## src/rtl/conv_encoder_packetizer.sv

```systemverilog
// Byte FIFO feeding a rate-1/2, K=3 convolutional encoder (g1=7, g2=5, MSB first).
// Each byte becomes one 16-bit packet, held in SEND until the downstream decoder is not busy.
module conv_encoder_packetizer #(
    parameter int DEPTH      = 4,
    parameter bit CONTINUOUS = 1'b0
) (
    input  logic        clk,
    input  logic        rst,
    input  logic        dvalid_i,
    input  logic [7:0]  data_i,
    output logic        busy_o,
    output logic        ovf_o,
    input  logic        down_busy_i,
    output logic        dvalid_o,
    output logic [15:0] data_o,
    output logic        idle_o
);

    localparam int AW = (DEPTH > 1) ? $clog2(DEPTH) : 1;

    typedef enum logic [1:0] {
        IDLE = 2'd0,
        ENC  = 2'd1,
        SEND = 2'd2
    } state_t;

    state_t        state;
    logic [7:0]    mem [DEPTH];
    logic [AW-1:0] wr_ptr;
    logic [AW-1:0] rd_ptr;
    logic [AW:0]   count;
    logic [7:0]    sh;
    logic [2:0]    idx;
    logic [1:0]    s;
    logic [15:0]   pkt;
    logic          push;
    logic          pop;
    logic          b;
    logic          g1;
    logic          g2;

    // Full and push decisions use the pre-edge count, so a write while full is dropped
    // even if the FSM pops on the same edge.
    assign busy_o = (count == (AW+1)'(DEPTH));
    assign push   = dvalid_i & ~busy_o;
    assign pop    = (state == IDLE) && (count != '0);
    assign idle_o = (count == '0) && (state == IDLE);

    assign b  = sh[idx];
    assign g1 = b ^ s[1] ^ s[0];
    assign g2 = b ^ s[0];

    always_ff @(posedge clk) begin
        if (push) begin
            mem[wr_ptr] <= data_i;
        end
    end

    always_ff @(posedge clk or posedge rst) begin
        if (rst) begin
            wr_ptr <= '0;
            rd_ptr <= '0;
            count  <= '0;
            ovf_o  <= 1'b0;
        end else begin
            if (push) begin
                wr_ptr <= wr_ptr + 1'b1;
            end
            if (pop) begin
                rd_ptr <= rd_ptr + 1'b1;
            end
            case ({push, pop})
                2'b10:   count <= count + 1'b1;
                2'b01:   count <= count - 1'b1;
                default: count <= count;
            endcase
            if (dvalid_i && busy_o) begin
                ovf_o <= 1'b1;
            end
        end
    end

    always_ff @(posedge clk or posedge rst) begin
        if (rst) begin
            state    <= IDLE;
            sh       <= '0;
            idx      <= '0;
            s        <= 2'b00;
            pkt      <= '0;
            dvalid_o <= 1'b0;
            data_o   <= '0;
        end else begin
            dvalid_o <= 1'b0;
            case (state)
                IDLE: begin
                    if (pop) begin
                        sh    <= mem[rd_ptr];
                        idx   <= 3'd7;
                        state <= ENC;
                        if (CONTINUOUS == 1'b0) begin
                            s <= 2'b00;
                        end
                    end
                end
                ENC: begin
                    // Code pair for bit idx lands at pkt[2*idx+1 : 2*idx], g1 in the upper bit.
                    pkt[{idx, 1'b1}] <= g1;
                    pkt[{idx, 1'b0}] <= g2;
                    s                <= {b, s[1]};
                    idx              <= idx - 3'd1;
                    if (idx == 3'd0) begin
                        state <= SEND;
                    end
                end
                SEND: begin
                    if (!down_busy_i) begin
                        data_o   <= pkt;
                        dvalid_o <= 1'b1;
                        state    <= IDLE;
                    end
                end
                default: state <= IDLE;
            endcase
        end
    end

endmodule

```

## config.mk

```make
export PLATFORM = sky130hd
export DESIGN_NAME = conv_encoder_packetizer
export DESIGN_NICKNAME = d
export VERILOG_FILES = /design/src/rtl/conv_encoder_packetizer.sv
export SDC_FILE = /design/constraint.sdc
export NUM_CORES = 1
export LEC_CHECK = 0
export ABC_AREA = 1
export BUFFER_PORTS_ARGS = -buffer_cell sky130_fd_sc_hd__buf_2
export CORE_AREA = 2 2 101 103
export DETAILED_ROUTE_END_ITERATION = 6
export DIE_AREA = 0 0 103 105
export HOLD_SLACK_MARGIN = 0.15
export PLACE_DENSITY_LB_ADDON = 0.2
export SYNTH_ARGS = -nofsm -noshare
export SYNTH_HDL_FRONTEND = slang
export SYNTH_SLANG_ARGS = --single-unit
```

## constraint.sdc

```tcl
create_clock -name clk -period 5.02 [get_ports clk]
set_clock_uncertainty 0.2 [all_clocks]
set_input_delay 0.251 -clock clk [delete_from_list [all_inputs] [get_ports clk]]
set_output_delay 0.251 -clock clk [all_outputs]
set_load 0.01 [all_outputs]
```

### Word-level counts from Yosys, hierarchy flattened

Memory sizes are Yosys's and may differ from the RTL's. A register that Yosys moved wholly into a read port is not among the register bits.
Cells that the tools add are included.

* register bits after elaboration: 48
* RAM bits: 32
* input bits: 12
* output and inout bits: 20
* logic and storage cells: 71
* memories kept: 1

Memory list
* mem: words 4, bits a word 8, read ports 1, clocked after memory_dff 1, write ports 1, RTL line 28 `logic [7:0] mem [DEPTH];`

* add/subtract/negate cells: 5
* magnitude comparators: 5
* equal/unequal tests: 8
* multiplexer cells: 21
* bitwise logic cells: 6
* reduce and logical (&&, ||, !) cells: 15

Operator list (count)
* bitwise mux 16 bit: 2
* case mux 3 bit (2 select lines): 2
* less-than comparator 4 x 5 -> 1 bit (second input constant): 2
* greater-or-equal comparator 4 x 1 -> 1 bit (second input constant): 2
* 2-to-1 mux 2 bit: 4
* 2-to-1 mux 1 bit: 7
* demux 1 bit (select 3 bit): 2
* zero test 3 bit: 2
* != test 2 bit (second input constant): 3
* case mux 2 bit (3 select lines): 1
* AND reduction 2 bit: 3
* subtractor 3 x 1 -> 3 bit (second input constant): 2
* logical AND 1 bit: 5
* adder 2 x 1 -> 2 bit (second input constant): 2
* equality test 2 x 1 -> 1 bit (second input constant): 2
* equality test 2 bit (second input constant): 2
* less-than comparator 3 x 4 -> 1 bit (second input constant): 1
* case mux 2 bit (2 select lines): 1
* nonzero test 2 bit: 2
* adder 3 x 1 -> 3 bit (second input constant): 1
* binary-select mux 1 bit (select 3 bit): 1
* equality test 3 bit (second input constant): 1
* 2-to-1 mux 3 bit: 1
* AND reduction 3 bit: 1
* other kinds (5): 8

### Depth between registers and ports, before layout

* depth after elaboration: 6
* gate-level depth with buffers: 11
* gate-level depth less buffers: 10

### Worst setup path after synthesis

Ideal clock, no wire load.

* path kind: flip-flop to flip-flop
* from: reg count[0]
* to: reg count[2]
* setup time: 0.131 ns
* data arrival time: 1.979 ns
* data required time: 4.689 ns
* setup slack: 2.710 ns
* cell stages (with the launch flop): 10
* path buffers: 0
* clock period less this slack: 2.310 ns
* cell sequence: dfrtp_1 -> nor3_1 -> inv_1 -> nand2_2 -> ha_1 -> inv_1 -> fa_1 -> a21oi_1 -> o21ai_0 -> xor2_1

* cells in the longest elaborated chain, start to end: 5
* elaborated cells between the ends (all ways): 11
* those cells by class: add/sub: 2; eq/ne: 3; mux: 1; bitwise: 2; reduce/logical: 3

RTL lines
* start, declared: RTL line 31 `logic [AW:0] count;`
* start signal, assigned: RTL line 73 `2'b10: count <= count + 1'b1;`
* start signal, assigned: RTL line 74 `2'b01: count <= count - 1'b1;`
* start signal, assigned: RTL line 75 `default: count <= count;`
* equality test 3 bit *: RTL line 44 `assign busy_o = (count == (AW+1)'(DEPTH));`
* named net busy_o: RTL line 11 `output logic busy_o,`
* inverter 1 bit *: RTL line 45 `assign push = dvalid_i & ~busy_o;`
* bitwise AND 1 bit *: RTL line 45
* equality test 2 x 1 -> 1 bit / equality test 2 bit (equally long branches): RTL line 72 `case ({push, pop})`
* case mux 3 bit (2 select lines) / nonzero test 2 bit (equally long branches)

Mark *: on every way through the listed nets, which the timed path passes. The rest lies on a longest branch.
A chain may end at the register's enable or synchronous reset.

### Final worst setup path

* from: reg count[0]
* to: reg count[2]

* cells in the longest elaborated chain, start to end: 5
* elaborated cells between the ends (all ways): 11
* those cells by class: add/sub: 2; eq/ne: 3; mux: 1; bitwise: 2; reduce/logical: 3

RTL lines (RTL line)
* equality test 3 bit: 44
* inverter 1 bit: 45
* bitwise AND 1 bit: 45
* equality test 2 x 1 -> 1 bit / equality test 2 bit (equally long branches): 72
* case mux 3 bit (2 select lines) / nonzero test 2 bit (equally long branches)

Several ways; a longest one is shown, not always the timed one.

==> flow_summary_export.csv <==
group,metric,value,unit
global_route,grt_pass1_vias,2528,
timing,fin_setup_tns,0,ns
critical_path,crit_top_cell,"inv_1",
cells_and_area,layout_commonest_cell,"nand2_1",
critical_path,worstPathCellList,"nor3_1 > inv_1 > nand2_2 > ha_1 > inv_1 > fa_1 > a21oi_1 > o21ai_0 > xor2_1",
clock_network,cts.clk_slew.worst_paths,0.10,ns
pwr,irDropWorstVdd,0.241,mV
floorplanning,coreArea,9640,um2
timing,fmax,439,MHz
floorplanning,io_pins,32,
global_route,gr-total-overflow,0,
timing,rsz0062_at_grt,"no",
timing,worstMarginPinSlew,0.849,ns
critical_path,arrival,2.33,ns
synthesis,synth.yosys.warnings,0,
timing,layout_min_cycle_time,2.28,ns
pwr,p_leak,2.01,nW
cells_and_area,areaGrowthSynthToFinish,16.5,%
global_route,grt_max_degree,57,
floorplanning,die_h,105,um
critical_path,critPathTopFamily,"adder cells",
cells_and_area,regArea,2360,um2
global_route,grt_pass1_wl,11400,um
clock_network,cts_tree,"done",
global_route,use_met3,4.62,%
global_route,grt_busiest_layer,"met2",
critical_path,crit_buf_inv,2,
cells_and_area,multi_input_area,1130,um2
placement,place_congestion,0.790,
route,route.detailed.drc,0,
cells_and_area,layout_common_cells,"nand2_1, dfrtp_1, nor2_1",
cells_and_area,drive_above_1_share,16.6,%
critical_path,path_depth,9,
placement,place_hpwl,4290,um
min_path,min_from,"ovf_o$_DFFE_PP0P_",
critical_path,crit_path_start,"count[0]$_DFFE_PP0P_",
clock_network,h-tree-depth,3,
floorplanning,die_w,103,um
route,drt_iter0_markers,101,
critical_path,startpoint_type,"flip-flop",
timing,slew_headroom,43.2,%
cells_and_area,fin_util,44.8,%
placement,placed_area,4000,um2
clock_network,insertion_delay,0.36,ns
synthesis,synth_top_area_share,37.8,%
route,ant_nets,0,
clock_network,clockBufferDepth,2,
critical_path,r2r_start,"count[0]$_DFFE_PP0P_",
timing,hold_viol_final,0,
run,cap_viol_max_count,0,
clock_network,cts.sinks,88,
global_route,grtUsageMet1,15.9,%
min_path,whs_path_depth,1,
clock_network,clock-root-buffer,"clkbuf_8",
critical_path,required,5.07,ns
critical_path,r2r_cells,9,
synthesis,syn_inst,371,
synthesis,synth_top_area_cell,"dfrtp_1",
critical_path,max_stage_delay,0.41,ns
route,wire_per_inst,11.7,um
route,wl,6490,um
critical_path,r2r_slack,2.74,ns
timing,period_share,45.4,%
pwr,powerDensity,591,nW/um2
cells_and_area,n_fill_cell,977,
synthesis,netlist-cell-type-count,29,
clock_network,cts_setup_buffers,0,
cells_and_area,design_area,4320,um2
floorplanning,start_util,38.5,%
global_route,antenna_found_initial,0,
placement,io_buffer_count,31,
clock_network,ctsResizeCount,0,
route,avgViaCountPerCell,4.47,
synthesis,synth.avg_cell_area,10.0,um2
clock_network,cts_hold_buf,11,
route,num_vias,2482,
synthesis,yosysSeqAreaShare,63.7,%
route,first_pass_iters,4,
floorplanning,rows,36,
clock_network,cts_buffers,9,
timing,slew_violations,0,
floorplanning,die-area,10800,um2
run_status,run_status,"completed",
synthesis,ys_ff_latch,88,
critical_path,path_max_fanout,8,
min_path,hp-class,"flip-flop to flip-flop",
cells_and_area,nets,437,
synthesis,syn_area,3710,um2
synthesis,synth_fp_nets,391,
global_route,gr-usage-met2,23.1,%
critical_path,reg2reg_to,"count[2]$_DFFE_PP0P_",
cells_and_area,antennaDiodeCount,0,
synthesis,synthTopCellsByArea,"dfrtp_1, edfxtp_1, nand2_1, nor2_1, inv_1",
critical_path,end_kind,"flip-flop",
timing,setup_viol,0,
critical_path,slowest_stage,"dfrtp_1",
critical_path,endpoint,"count[2]$_DFFE_PP0P_",
global_route,track_usage,13.5,%
critical_path,worstSetupPathType,"flip-flop to flip-flop",
-- sequential cells by signal, summed over array words and instances (netlist names) --
| signal | flops |
|---|---|
| count | 3 |
| data_o | 16 |
| dvalid_o | 1 |
| idx | 3 |
| mem | 32 |
| ovf_o | 1 |
| pkt | 16 |
| rd_ptr | 2 |
| s | 2 |
| sh | 8 |
| state | 2 |
| wr_ptr | 2 |
-- stage by stage --
| step | power [mW] | worst slack (ns) | cells | hold slack, ns |
|---|---|---|---|---|
| 2_1_floorplan | 1.82 | 2.71 | 371 | 0.150 |
| 3_3_place_gp | 2.03 | 2.79 | 528 | 0.248 |
| 3_5_place_dp | 2.06 | 2.73 | 528 | 0.247 |
| 4_1_cts | 2.59 | 2.74 | 555 | 0.270 |
| 5_1_grt | 2.80 | 2.57 | 555 | 0.299 |
| 6_report | 2.55 | 2.74 | 555 | 0.262 |
-- worst min path at each step --
stage                            endpoint  slack (ns)
finish                  ovf_o$_DFFE_PP0P_        0.26
global route        data_o[3]$_DFFE_PP0P_        0.30
CTS                     ovf_o$_DFFE_PP0P_        0.27
detailed placement      ovf_o$_DFFE_PP0P_        0.25
global placement    data_o[3]$_DFFE_PP0P_        0.25
floorplan             mem[0][0]$_DFFE_PP_        0.15
-- cells by family (layout without fill, tap and decap cells) --
group | count (synthesis) | in the layout | synth area share [%]
buffers and inverters | 56 | 107 | 5.87
flip-flops | 88 | 88 | 63.7
AO/OA/AOI/OAI | 43 | 43 | 6.88
XOR/XNOR | 5 | 5 | 1.18
adder cells (fa/ha/maj) | 8 | 8 | 2.90
AND/OR/NAND/NOR | 171 | 171 | 19.5
-- where the power goes --
group	total [mW]	switching (mW)	internal, mW	leakage (nW)
Combinational	0.897	0.579	0.318	0.911
Sequential	1.13	0.148	0.985	1.00
Clock	0.522	0.280	0.242	0.102
Total	2.55	1.01	1.55	2.01
-- synth_stat cells --
library cell,instances
dfrtp_1,56
clkbuf_1,2
buf_2,5
nor3_1,2
nand2_1,99
nand3_4,1
a21o_1,1
ha_1,7
o21ai_1,8
a21oi_1,3
inv_1,36
nor2_2,1
clkinv_1,1
o21ai_0,19
o32ai_1,8
nand3_1,14
nand2_2,4
clkbuf_2,1
xor2_1,3
nor3_4,1
nor2_1,46
nor2_4,2
xnor2_1,2
a22oi_1,2
o22ai_1,2
edfxtp_1,32
nand3_2,1
fa_1,1
inv_2,11
-- final cells by class --
| type | instances | area share, % |
|---|---|---|
| flip-flops and latches | 88 | 54.7 |
| multi-input cells | 227 | 26.1 |
| repair buffers | 43 | 6.31 |
| inverters | 48 | 4.17 |
| well taps | 133 | 3.85 |
| clock buffers | 9 | 2.87 |
| clock inverters | 7 | 2.03 |
-- layer usage --
metal	wire length, um	up-vias	share of wire, %
li1	-	1277	-
met3	252	7	3.9
met5	0	-	0
met4	66	0	1.0
met2	3270	36	50
met1	2900	1162	45
No activity file was read; power rests on OpenSTA's default activity.
